==> src/rtl/uart_rx128_assembler_if.sv <==
// Serial-in / word-out bundle for the 128-bit UART assembler.
// The receiver takes the slave view; the line driver / consumer takes the master view.
interface uart_rx128_assembler_if;
    logic         uart_rx;
    logic [127:0] rx_data;
    logic         rx_irq;
    logic         frame_err;
    logic         busy;

    modport master (output uart_rx, input rx_data, rx_irq, frame_err, busy);
    modport slave  (input uart_rx, output rx_data, rx_irq, frame_err, busy);
endinterface

==> src/rtl/uart_rx128_assembler.sv <==
// 8N1 UART receiver that packs 16 bytes, first byte in [127:120], into a 128-bit word.
// A partial word is dropped on a framing error or after TIMEOUT_CLKS idle clocks.
module uart_rx128_assembler #(
    parameter int CLKS_PER_BIT = 434,
    parameter int TIMEOUT_CLKS = 50000000
) (
    input  logic                   clock,
    input  logic                   reset,
    uart_rx128_assembler_if.slave  bus
);
    localparam logic [15:0] HALF_LAST = 16'(CLKS_PER_BIT / 2 - 1);
    localparam logic [15:0] FULL_LAST = 16'(CLKS_PER_BIT - 1);
    localparam logic [31:0] TMO_LAST  = 32'(TIMEOUT_CLKS - 1);

    typedef enum logic [2:0] {IDLE, START, DATA, STOP, BREAK} state_t;

    state_t       r_state;
    logic [1:0]   r_sync;
    logic [15:0]  r_cnt;
    logic [2:0]   r_bit_idx;
    logic [7:0]   r_shift;
    logic [4:0]   r_byte_cnt;
    logic [127:0] r_word;
    logic [31:0]  r_tmo;
    logic [127:0] r_rx_data;
    logic         r_rx_irq;
    logic         r_frame_err;
    logic         w_rx;

    assign w_rx          = r_sync[1];
    assign bus.rx_data   = r_rx_data;
    assign bus.rx_irq    = r_rx_irq;
    assign bus.frame_err = r_frame_err;
    assign bus.busy      = (r_state != IDLE) || (r_byte_cnt != 5'd0);

    always_ff @(posedge clock) begin
        if (reset) begin
            r_state     <= IDLE;
            r_sync      <= 2'b11;
            r_cnt       <= '0;
            r_bit_idx   <= '0;
            r_shift     <= '0;
            r_byte_cnt  <= '0;
            r_word      <= '0;
            r_tmo       <= '0;
            r_rx_data   <= '0;
            r_rx_irq    <= 1'b0;
            r_frame_err <= 1'b0;
        end else begin
            r_sync      <= {r_sync[0], bus.uart_rx};
            r_rx_irq    <= 1'b0;
            r_frame_err <= 1'b0;

            // Count of 16 marks a finished word; publish it one edge after the last byte.
            if (r_byte_cnt == 5'd16) begin
                r_rx_data  <= r_word;
                r_rx_irq   <= 1'b1;
                r_byte_cnt <= '0;
            end

            case (r_state)
                IDLE: begin
                    r_cnt <= '0;
                    if (!w_rx) r_state <= START;
                end
                START: begin
                    if (r_cnt == HALF_LAST) begin
                        r_cnt     <= '0;
                        r_bit_idx <= '0;
                        r_state   <= w_rx ? IDLE : DATA;
                    end else begin
                        r_cnt <= r_cnt + 16'd1;
                    end
                end
                DATA: begin
                    if (r_cnt == FULL_LAST) begin
                        r_cnt     <= '0;
                        r_shift   <= {w_rx, r_shift[7:1]};
                        r_bit_idx <= r_bit_idx + 3'd1;
                        if (r_bit_idx == 3'd7) r_state <= STOP;
                    end else begin
                        r_cnt <= r_cnt + 16'd1;
                    end
                end
                STOP: begin
                    if (r_cnt == FULL_LAST) begin
                        r_cnt <= '0;
                        if (w_rx) begin
                            r_word     <= {r_word[119:0], r_shift};
                            r_byte_cnt <= r_byte_cnt + 5'd1;
                            r_state    <= IDLE;
                        end else begin
                            r_frame_err <= 1'b1;
                            r_byte_cnt  <= '0;
                            r_word      <= '0;
                            r_state     <= BREAK;
                        end
                    end else begin
                        r_cnt <= r_cnt + 16'd1;
                    end
                end
                BREAK: begin
                    if (w_rx) r_state <= IDLE;
                end
                default: r_state <= IDLE;
            endcase

            // Idle timer runs only between bytes of a partial word; a start bit restarts it.
            if (r_state == IDLE && w_rx && r_byte_cnt != 5'd0 && r_byte_cnt != 5'd16) begin
                if (r_tmo == TMO_LAST) begin
                    r_tmo      <= '0;
                    r_byte_cnt <= '0;
                    r_word     <= '0;
                end else begin
                    r_tmo <= r_tmo + 32'd1;
                end
            end else begin
                r_tmo <= '0;
            end
        end
    end
endmodule

==> src/flat_wrapper.sv <==
// flat-port wrapper written by rule: the top's interface ports become plain ports
module uart_rx128_assembler_flat 
#(
    parameter int CLKS_PER_BIT = 434,
    parameter int TIMEOUT_CLKS = 50000000
)
  (clock, reset, bus_uart_rx, bus_rx_data, bus_rx_irq, bus_frame_err, bus_busy);
  uart_rx128_assembler_if bus_i ();
  input  logic clock;
  input  logic reset;
  input wire logic [$bits(bus_i.uart_rx)-1:0] bus_uart_rx;
  output wire logic [$bits(bus_i.rx_data)-1:0] bus_rx_data;
  output wire logic [$bits(bus_i.rx_irq)-1:0] bus_rx_irq;
  output wire logic [$bits(bus_i.frame_err)-1:0] bus_frame_err;
  output wire logic [$bits(bus_i.busy)-1:0] bus_busy;
  assign bus_i.uart_rx = bus_uart_rx;
  assign bus_rx_data = bus_i.rx_data;
  assign bus_rx_irq = bus_i.rx_irq;
  assign bus_frame_err = bus_i.frame_err;
  assign bus_busy = bus_i.busy;
  uart_rx128_assembler #(.CLKS_PER_BIT(CLKS_PER_BIT), .TIMEOUT_CLKS(TIMEOUT_CLKS)) u_core (.clock(clock), .reset(reset), .bus(bus_i));
endmodule
==> config.mk <==
export PLATFORM = sky130hd
export DESIGN_NAME = uart_rx128_assembler_flat
export DESIGN_NICKNAME = d
export VERILOG_FILES = /design/src/rtl/uart_rx128_assembler_if.sv /design/src/rtl/uart_rx128_assembler.sv /design/src/flat_wrapper.sv
export SDC_FILE = /design/constraint.sdc
export NUM_CORES = 1
export LEC_CHECK = 0
export CORE_UTILIZATION = 45
export CTS_CLUSTER_DIAMETER = 120
export DETAILED_ROUTE_END_ITERATION = 8
export HOLD_SLACK_MARGIN = 0.08
export PLACE_DENSITY = 0.75
export SLEW_MARGIN = 5
export SYNTH_ARGS = -nofsm -noshare
export SYNTH_HDL_FRONTEND = slang
export SYNTH_SLANG_ARGS = --single-unit
==> constraint.sdc <==
create_clock -name clock -period 4.64 [get_ports clock]
set_input_delay 0.928 -clock clock [delete_from_list [all_inputs] [get_ports clock]]
set_output_delay 0.928 -clock clock [all_outputs]
set_load 0.02 [all_outputs]
==> qor.yml <==
setup_path:
  cp.required_ns: 3.71
  endpoint_kind: "output pin"
  crit_fanout: 26
  startpoint_type: "flop"
  criticalPathCategory: "flop to output pin"
  cp.arrival_ns: 2.50
logic_synthesis:
  synth_compound_area_share_pct: 12.1
  synthArstFlopShare_pct: 0
  ys_top_cells_by_area: "dfxtp_1, nand2_1, a21oi_1"
  synthAdderAreaFrac_pct: 0.815
  ys_seq_elements: 327
  synth_top_family_by_area: "simple AND/OR/NAND/NOR gates"
  synth_cell_type_count: 45
  synth_nets: 1528
  ys_seq_area_share_pct: 53.3
  muxShareOfSynthArea_pct: 0.733
  avgSynthCellArea_um2: 8.10
  synth_top_area_cell: "dfxtp_1"
  yosys.area_share.simple_pct: 26.4
  syn_inst: 1517
  synthTopCellsByCount: "nand2_1, dfxtp_1, a21oi_1"
  synth_edf_count: 0
  ys_warn_count: 0
  synth_xor_area_share_pct: 2.50
  synth_top_area_share_pct: 53.3
  yosys.cell_count.top_type: "nand2_1"
  ys.flop_type: "dfxtp_1"
  syn_area_um2: 12300
detailed_routing:
  drt_iter0_drc: 772
  vias_per_cell: 5.37
  drt-wirelength-per-cell_um: 14.6
  ant_nets: 0
  drc_errors: 0
  wl_mm: 28.4
  via_count: 10400
  drt_pass1_iterations: 5
clock_tree:
  postCtsHoldBufs: 0
  htree_levels: 2
  root_buffer: "clkbuf_16"
  path_clk_slew_ns: 0.06
  max-clock-path-buffers: 3
  postCtsSetupBuffers: 0
  numCtsBuffers: 34
  clk_latency_ns: 0.50
  cts_tree: "yes"
  cts_resized: 0
  cts.sinks: 327
timing:
  tightest_slew_ns: 1.20
  slew_violations: 0
  min_period_over_period_pct: 73.8
  fin_setup_tns_ns: 0
  setup_viol: 0
  finalHoldViolCount: 0
  fmax_ghz: 0.292
  rsz0062_at_grt: "false"
  whs_ns: 0.431
  slew_headroom_pct: 20.2
  clock-skew-final_ns: 0.0104
  fin_crit_ns: 3.42
power_and_ir_drop:
  power_per_cell_area_nw_per_um2: 375
  power.leakage_nw: 4.51
  ir_drop_v: 0.000285
floorplan:
  placementRows: 60
  start_util_pct: 45.7
  coreArea_um2: 26900
  dieHeight_um: 167
  fp.dieArea_um2: 28000
  pin_count: 134
  die_width_um: 167
cells_and_area:
  drive_gt1_share_pct: 5.44
  layout.nets: 1587
  area_growth_pct: 20.3
  antenna_cells: 0
job:
  drv_cap: 0
placed_design:
  gp_congestion: 0.788
  io_buffers: 133
  hpwl_mm: 17.2
outcome:
  outcome: "finished clean"
min_path:
  min_path_type: "flop to flop"
global_route:
  grt_pass1_wl_mm: 47.2
  overflow: 0
  antenna_found_initial: 0
  grt_pass1_vias: 9646
  grt_max_degree: 132
  grt_usage_pct: 19.8
cell type report:
cell class              count  area (um^2)
clock buffers              55         1040
repair buffers            142         1410
flip-flops and latches    327         6550
inverters                   8         30.0
fillers                  2477        12100
clock inverters             4         52.6
multi-input cells        1063         5270
well taps                 341          427
sequential cells by signal, summed over array words and instances (netlist names):
name,flops
u_core.r_state,3
u_core.r_cnt,16
u_core.bus.rx_data,128
u_core.r_byte_cnt,5
u_core.bus.frame_err,1
u_core.r_sync,2
u_core.r_word,128
u_core.r_shift,8
u_core.r_tmo,32
u_core.r_bit_idx,3
u_core.bus.rx_irq,1
worst max-delay path, cell delays in order (launching register included):
cell	delay, ns
dfxtp_1	0.89
nor3_1	0.26
nand4b_1	0.19
clkdlybuf4s50_1	0.66
per-layer routing:
metal,routed length [um],vias up,global-route usage [%]
met1,12900,4902,26.4
met2,13600,247,33.4
met3,1300,49,3.14
met4,563,0,5.54
met5,0,-,0
li1,-,5217,-
cell families after synthesis:
family,after synthesis
compound gates,290
xor+xnor,35
fa+ha+maj,8
buf+inv,127
flops,327
mux,9
simple gates,721
cells in the final DEF, fill, tap and decap left out, types with 3 or more instances in the layout:
master,count
a21oi_1,273
a31oi_1,5
and4_1,3
buf_4,9
clkbuf_1,11
clkbuf_16,35
clkbuf_8,9
clkdlybuf4s50_1,132
dfxtp_1,326
ha_1,8
inv_1,8
mux2i_1,9
nand2_1,411
nand3_1,158
nand3b_1,5
nand4_1,19
nand4b_1,3
nor2_1,52
nor2_2,9
nor2b_1,5
nor3_1,9
nor4_1,6
nor4b_1,3
o21ai_0,5
or3_1,8
or3b_2,4
or4_1,5
or4b_2,3
xnor2_1,18
xor2_1,17
through the flow:
stage	util (%)	std cells	cell area (um^2)	total power [W]	setup WS [ns]
final	55.0	1940	14800	0.00554	1.22
after floorplan	-	1517	12300	0.00293	2.35
after detailed placement	50.9	1881	13700	0.00295	1.52
after global placement	50.9	1881	13700	0.00294	1.59
after CTS	55.0	1940	14800	0.00558	1.19
after global routing	55.0	1940	14800	0.00571	1.09
path summary, 6_finish.rpt:
| check | start | end | slack (ns) | cells after the start |
|---|---|---|---|---|
| max | u_core.r_state[2] | bus_busy | 1.22 | 3 |
| min | u_core.r_sync[0] | u_core.r_sync[1] | 0.43 | 1 |
| max reg2reg | u_core.r_cnt[0] | u_core.r_byte_cnt[0] | 1.55 | 7 |
| min reg2reg | u_core.r_sync[0] | u_core.r_sync[1] | 0.43 | 1 |
where the power goes:
group | internal, W | switching, W
clock | 0.00159 | 0.00107
combinational | 0.0000109 | 0.0000567
sequential | 0.00281 | 0.00000664
total | 0.00441 | 0.00113
Power figures use the tool's default switching activity.
==> RTL edit 1: new RTL, same flow settings <==
Re-encode `state_t` (5 states) as one-hot, 5 bits wide.
--- a/src/rtl/uart_rx128_assembler.sv
+++ b/src/rtl/uart_rx128_assembler.sv
@@ -14,3 +14,3 @@
 
-    typedef enum logic [2:0] {IDLE, START, DATA, STOP, BREAK} state_t;
+    typedef enum logic [4:0] {IDLE = 5'b00001, START = 5'b00010, DATA = 5'b00100, STOP = 5'b01000, BREAK = 5'b10000} state_t;
 
Check against the original RTL: no difference found for any inputs over 4 cycles, from zero or initial values and one cycle with reset high; so few cycles prove little.
==> RTL edit 1 against the original RTL <==
Design area up 1.2%; clock skew up 0.0077 ns; area after synthesis up 1.5%; non-clock buffer count unchanged; worst setup slack worse by 0.050 ns; sequential cell count up 2; routed wire length up 3.2%.
Power is not compared: it rests on default switching activity, and its combinational part moved more than twofold at a synthesized area within 25%.
==> RTL edit 1: results (changes against the original RTL) <==
{| class="wikitable"
! Metric !! Value
|-
| Run status || finished clean
|-
| Met2 Routed Length || 13900 µm (+1.8%)
|-
| Number of filler instances in the final layout || 2434 (-1.7%)
|-
| Adder and majority gate portion of the synthesized area || 0.803% (-0.012 points)
|-
| Multi-input gate area in the final layout || 5370 µm² (+1.9%)
|-
| Number of vias after detailed routing || 10600 (+1.9%)
|-
| Proportion of final cell area spent on non-clock buffers || 9.42% (-0.12 points)
|-
| Iter 0 DRT Violations || 853 (+10%)
|-
| Minimum setup slack in the final design || 1.17 ns (-0.0500 ns)
|-
| Transition time of the tightest slew-check pin || 1.23 ns (+0.0339 ns)
|-
| Worst flop-to-flop path endpoint || u_core.r_word[23]
|-
| Global Route Usage Sum || 20.3% (+0.50 points)
|-
| GR Layer Usage met1 || 27.4% (+1.0 points)
|-
| Share of final-layout standard cells stronger than drive strength 1 || 5.03% (-0.41 points)
|-
| Total Power || a little under 6 mW
|-
| Fraction of synthesized area in multiplexers || 1.13% (+0.40 points)
|-
| Ranking of synthesized cells by instance count || sky130_fd_sc_hd__nand2_1 (413), sky130_fd_sc_hd__dfxtp_1 (329), sky130_fd_sc_hd__a21oi_1 (266)
|-
| Placed Cells || 1910 (+1.5%)
|-
| R2r worst-path depth || 6 (-1)
|-
| Vias in the first global route || 9721 (+0.78%)
|-
| Area fraction in compound gates after synthesis || 12.8% (+0.63 points)
|-
| Worst reg2reg setup slack || 1.46 ns (-0.09 ns)
|-
| Number of detailed-route iterations in the first pass || 6 (+1)
|-
| Cells after Synth || 1543 (+1.7%)
|-
| Global-route wire length before repair || 48400 µm (+2.7%)
|-
| Ranking of synthesized cells by area || sky130_fd_sc_hd__dfxtp_1 (53%), sky130_fd_sc_hd__nand2_1 (12%), sky130_fd_sc_hd__a21oi_1 (11%)
|-
| Post-DP Area || 13800 µm² (+1.1%)
|-
| Met3 WL || 1210 µm (-6.9%)
|-
| Synth Net Count || 1554 (+1.7%)
|-
| Sum of routed wire segments on met1 || 13700 µm (+6.0%)
|-
| Total of clock buffers placed in the layout || 48 (-13%)
|-
| Final weighted congestion in routability-driven placement || 0.805 (+2.1%)
|-
| Largest clock skew in the final design || 0.0181 ns (+0.00770 ns)
|-
| Final WL || 29300 µm (+3.2%)
|-
| Met2 capacity usage during global routing || 34.1% (+0.68 points)
|-
| Fraction of area in multi-input gates || 35.9% (+0.25 points)
|-
| Seq cells || 329 (+0.61%)
|}
==> RTL edit 1: cell count changes after synthesis, moves of 5 or more <==
cell / delta
sky130_fd_sc_hd__a21oi_1: -7
sky130_fd_sc_hd__buf_1: -6
sky130_fd_sc_hd__buf_4: +8
sky130_fd_sc_hd__nand3_1: +5
sky130_fd_sc_hd__nor2_1: +12
sky130_fd_sc_hd__nor2_2: -9
sky130_fd_sc_hd__nor3_1: +5
sky130_fd_sc_hd__o21ai_0: +5
sky130_fd_sc_hd__xnor2_1: -6
sky130_fd_sc_hd__xor2_1: +7
==> RTL edit 1: critical path, cell delays in order (launching register included) <==
cell	delay (ns)
sky130_fd_sc_hd__dfxtp_1	0.40
sky130_fd_sc_hd__nor3_1	0.46
sky130_fd_sc_hd__nand2_1	0.16
sky130_fd_sc_hd__or3_1	0.45
sky130_fd_sc_hd__clkdlybuf4s50_1	0.57
==> RTL edit 2: new RTL, config.mk and constraints unchanged <==
Without the edit above. `CLKS_PER_BIT` is set to 434 in 2 places; all go to 217.
--- a/src/rtl/uart_rx128_assembler.sv
+++ b/src/rtl/uart_rx128_assembler.sv
@@ -3,3 +3,3 @@
 module uart_rx128_assembler #(
-    parameter int CLKS_PER_BIT = 434,
+    parameter int CLKS_PER_BIT = 217,
     parameter int TIMEOUT_CLKS = 50000000
--- a/src/flat_wrapper.sv
+++ b/src/flat_wrapper.sv
@@ -3,3 +3,3 @@
 #(
-    parameter int CLKS_PER_BIT = 434,
+    parameter int CLKS_PER_BIT = 217,
     parameter int TIMEOUT_CLKS = 50000000
Behaviour: same outputs for any inputs over 4 cycles, from zero or initial values and one cycle with reset high; that may be too few to reach the edited logic, so the function may still have changed.
==> RTL edit 2 against the original RTL <==
Total power up 2.5%; worst setup slack better by 0.16 ns; routed wire length up 0.55%; area after synthesis up 0.18%; worst hold slack worse by 0.017 ns; count of clock-buffer cells in the layout down 7; design area up 0.29%; sequential cell count unchanged; largest power group unchanged.
==> RTL edit 2: results (changes against the original RTL) <==
{| class="wikitable"
! Metric !! Value
|-
| Run status || finished clean
|-
| Net switching fraction of the power || 20.1% (-0.35 points)
|-
| Sum of routed wire segments on met1 || 13400 µm (+4.1%)
|-
| Critical-path cell with the highest stage delay || sky130_fd_sc_hd__clkdlybuf4s50_1
|-
| Maximum vdd ir drop || 0.248 mV (-13%)
|-
| Number of filler instances in the final layout || 2458 (-0.77%)
|-
| Sequential-to-total area share from yosys stat || 53.2% (-0.098 points)
|-
| Met2 capacity usage during global routing || 32.5% (-0.88 points)
|-
| Global Route met3 Usage || 3.12% (-0.024 points)
|-
| GR Layer Usage met1 || 27.9% (+1.5 points)
|-
| Global-route wire length before repair || 47600 µm (+0.99%)
|-
| Final WL || 28500 µm (+0.55%)
|-
| Crit path DAT || 2.33 ns (-0.17 ns)
|-
| Largest delay share family, worst path || buffers and inverters
|-
| Post-placement worst setup slack || 1.81 ns (+0.288 ns)
|-
| Mean post-synth cell area || 8.18 µm² (+0.98%)
|-
| Ranking of synthesized cells by area || sky130_fd_sc_hd__dfxtp_1 (53%), sky130_fd_sc_hd__nand2_1 (12%), sky130_fd_sc_hd__a21oi_1 (11%)
|-
| Power density over cell area || 383 nW/µm² (+2.2%)
|-
| Unique cell type count in the Yosys netlist || 43 (-4.4%)
|-
| Fraction of synthesized area in multiplexers || 0.814% (+0.080 points)
|-
| Vias per inst || 5.34 (-0.56%)
|-
| Post-synthesis to final-layout area growth || 20.5%
|-
| Placed Cells || 1875 (-0.32%)
|-
| Layout Nets || 1580 (-0.44%)
|-
| Peak per-stage delay on the critical path || 0.59 ns (-0.30 ns)
|-
| Met3 WL || 1370 µm (+5.6%)
|-
| Adder and majority gate portion of the synthesized area || 0.712% (-0.10 points)
|-
| Share of final-layout standard cells stronger than drive strength 1 || 4.90% (-0.54 points)
|-
| Global Route Usage Sum || 20.2% (+0.32 points)
|-
| Post-DP Area || 13700 µm² (-0.16%)
|-
| Synth Net Count || 1515 (-0.85%)
|-
| Final HPWL DP || 17500 µm (+1.8%)
|-
| Transition time of the tightest slew-check pin || 1.18 ns (-0.0124 ns)
|-
| Crit path max fanout || 4 (-85%)
|-
| Final weighted congestion in routability-driven placement || 0.789 (+0.15%)
|}
## RTL edit 2: changes by cell type in the layout (fill, tap and decap cells not counted), sizes merged, moves of 6 or more
cell    unedited run  this run
xnor2             18        10
or4                7         1
a21oi            273       266
clkbuf            55        48
or3                8         0
nor2              61        68
xor2              17        35
## RTL edit 2: area by class of cell
cell class | count | area share [%]
multi-input cells | 1054 | 35.2
clock inverters | 11 | 1.09
flip-flops and latches | 327 | 44.2
clock buffers | 48 | 6.72
well taps | 341 | 2.88
inverters | 10 | 0.253
repair buffers | 143 | 9.64
## RTL edit 2: worst paths after layout
path	from	end	slack, ns	cells after the start
max reg2reg	u_core.r_cnt[0]	u_core.r_word[39]	1.78	8
max	u_core.r_byte_cnt[0]	bus_busy	1.38	5
min	u_core.r_sync[0]	u_core.r_sync[1]	0.41	1
min reg2reg	u_core.r_sync[0]	u_core.r_sync[1]	0.41	1
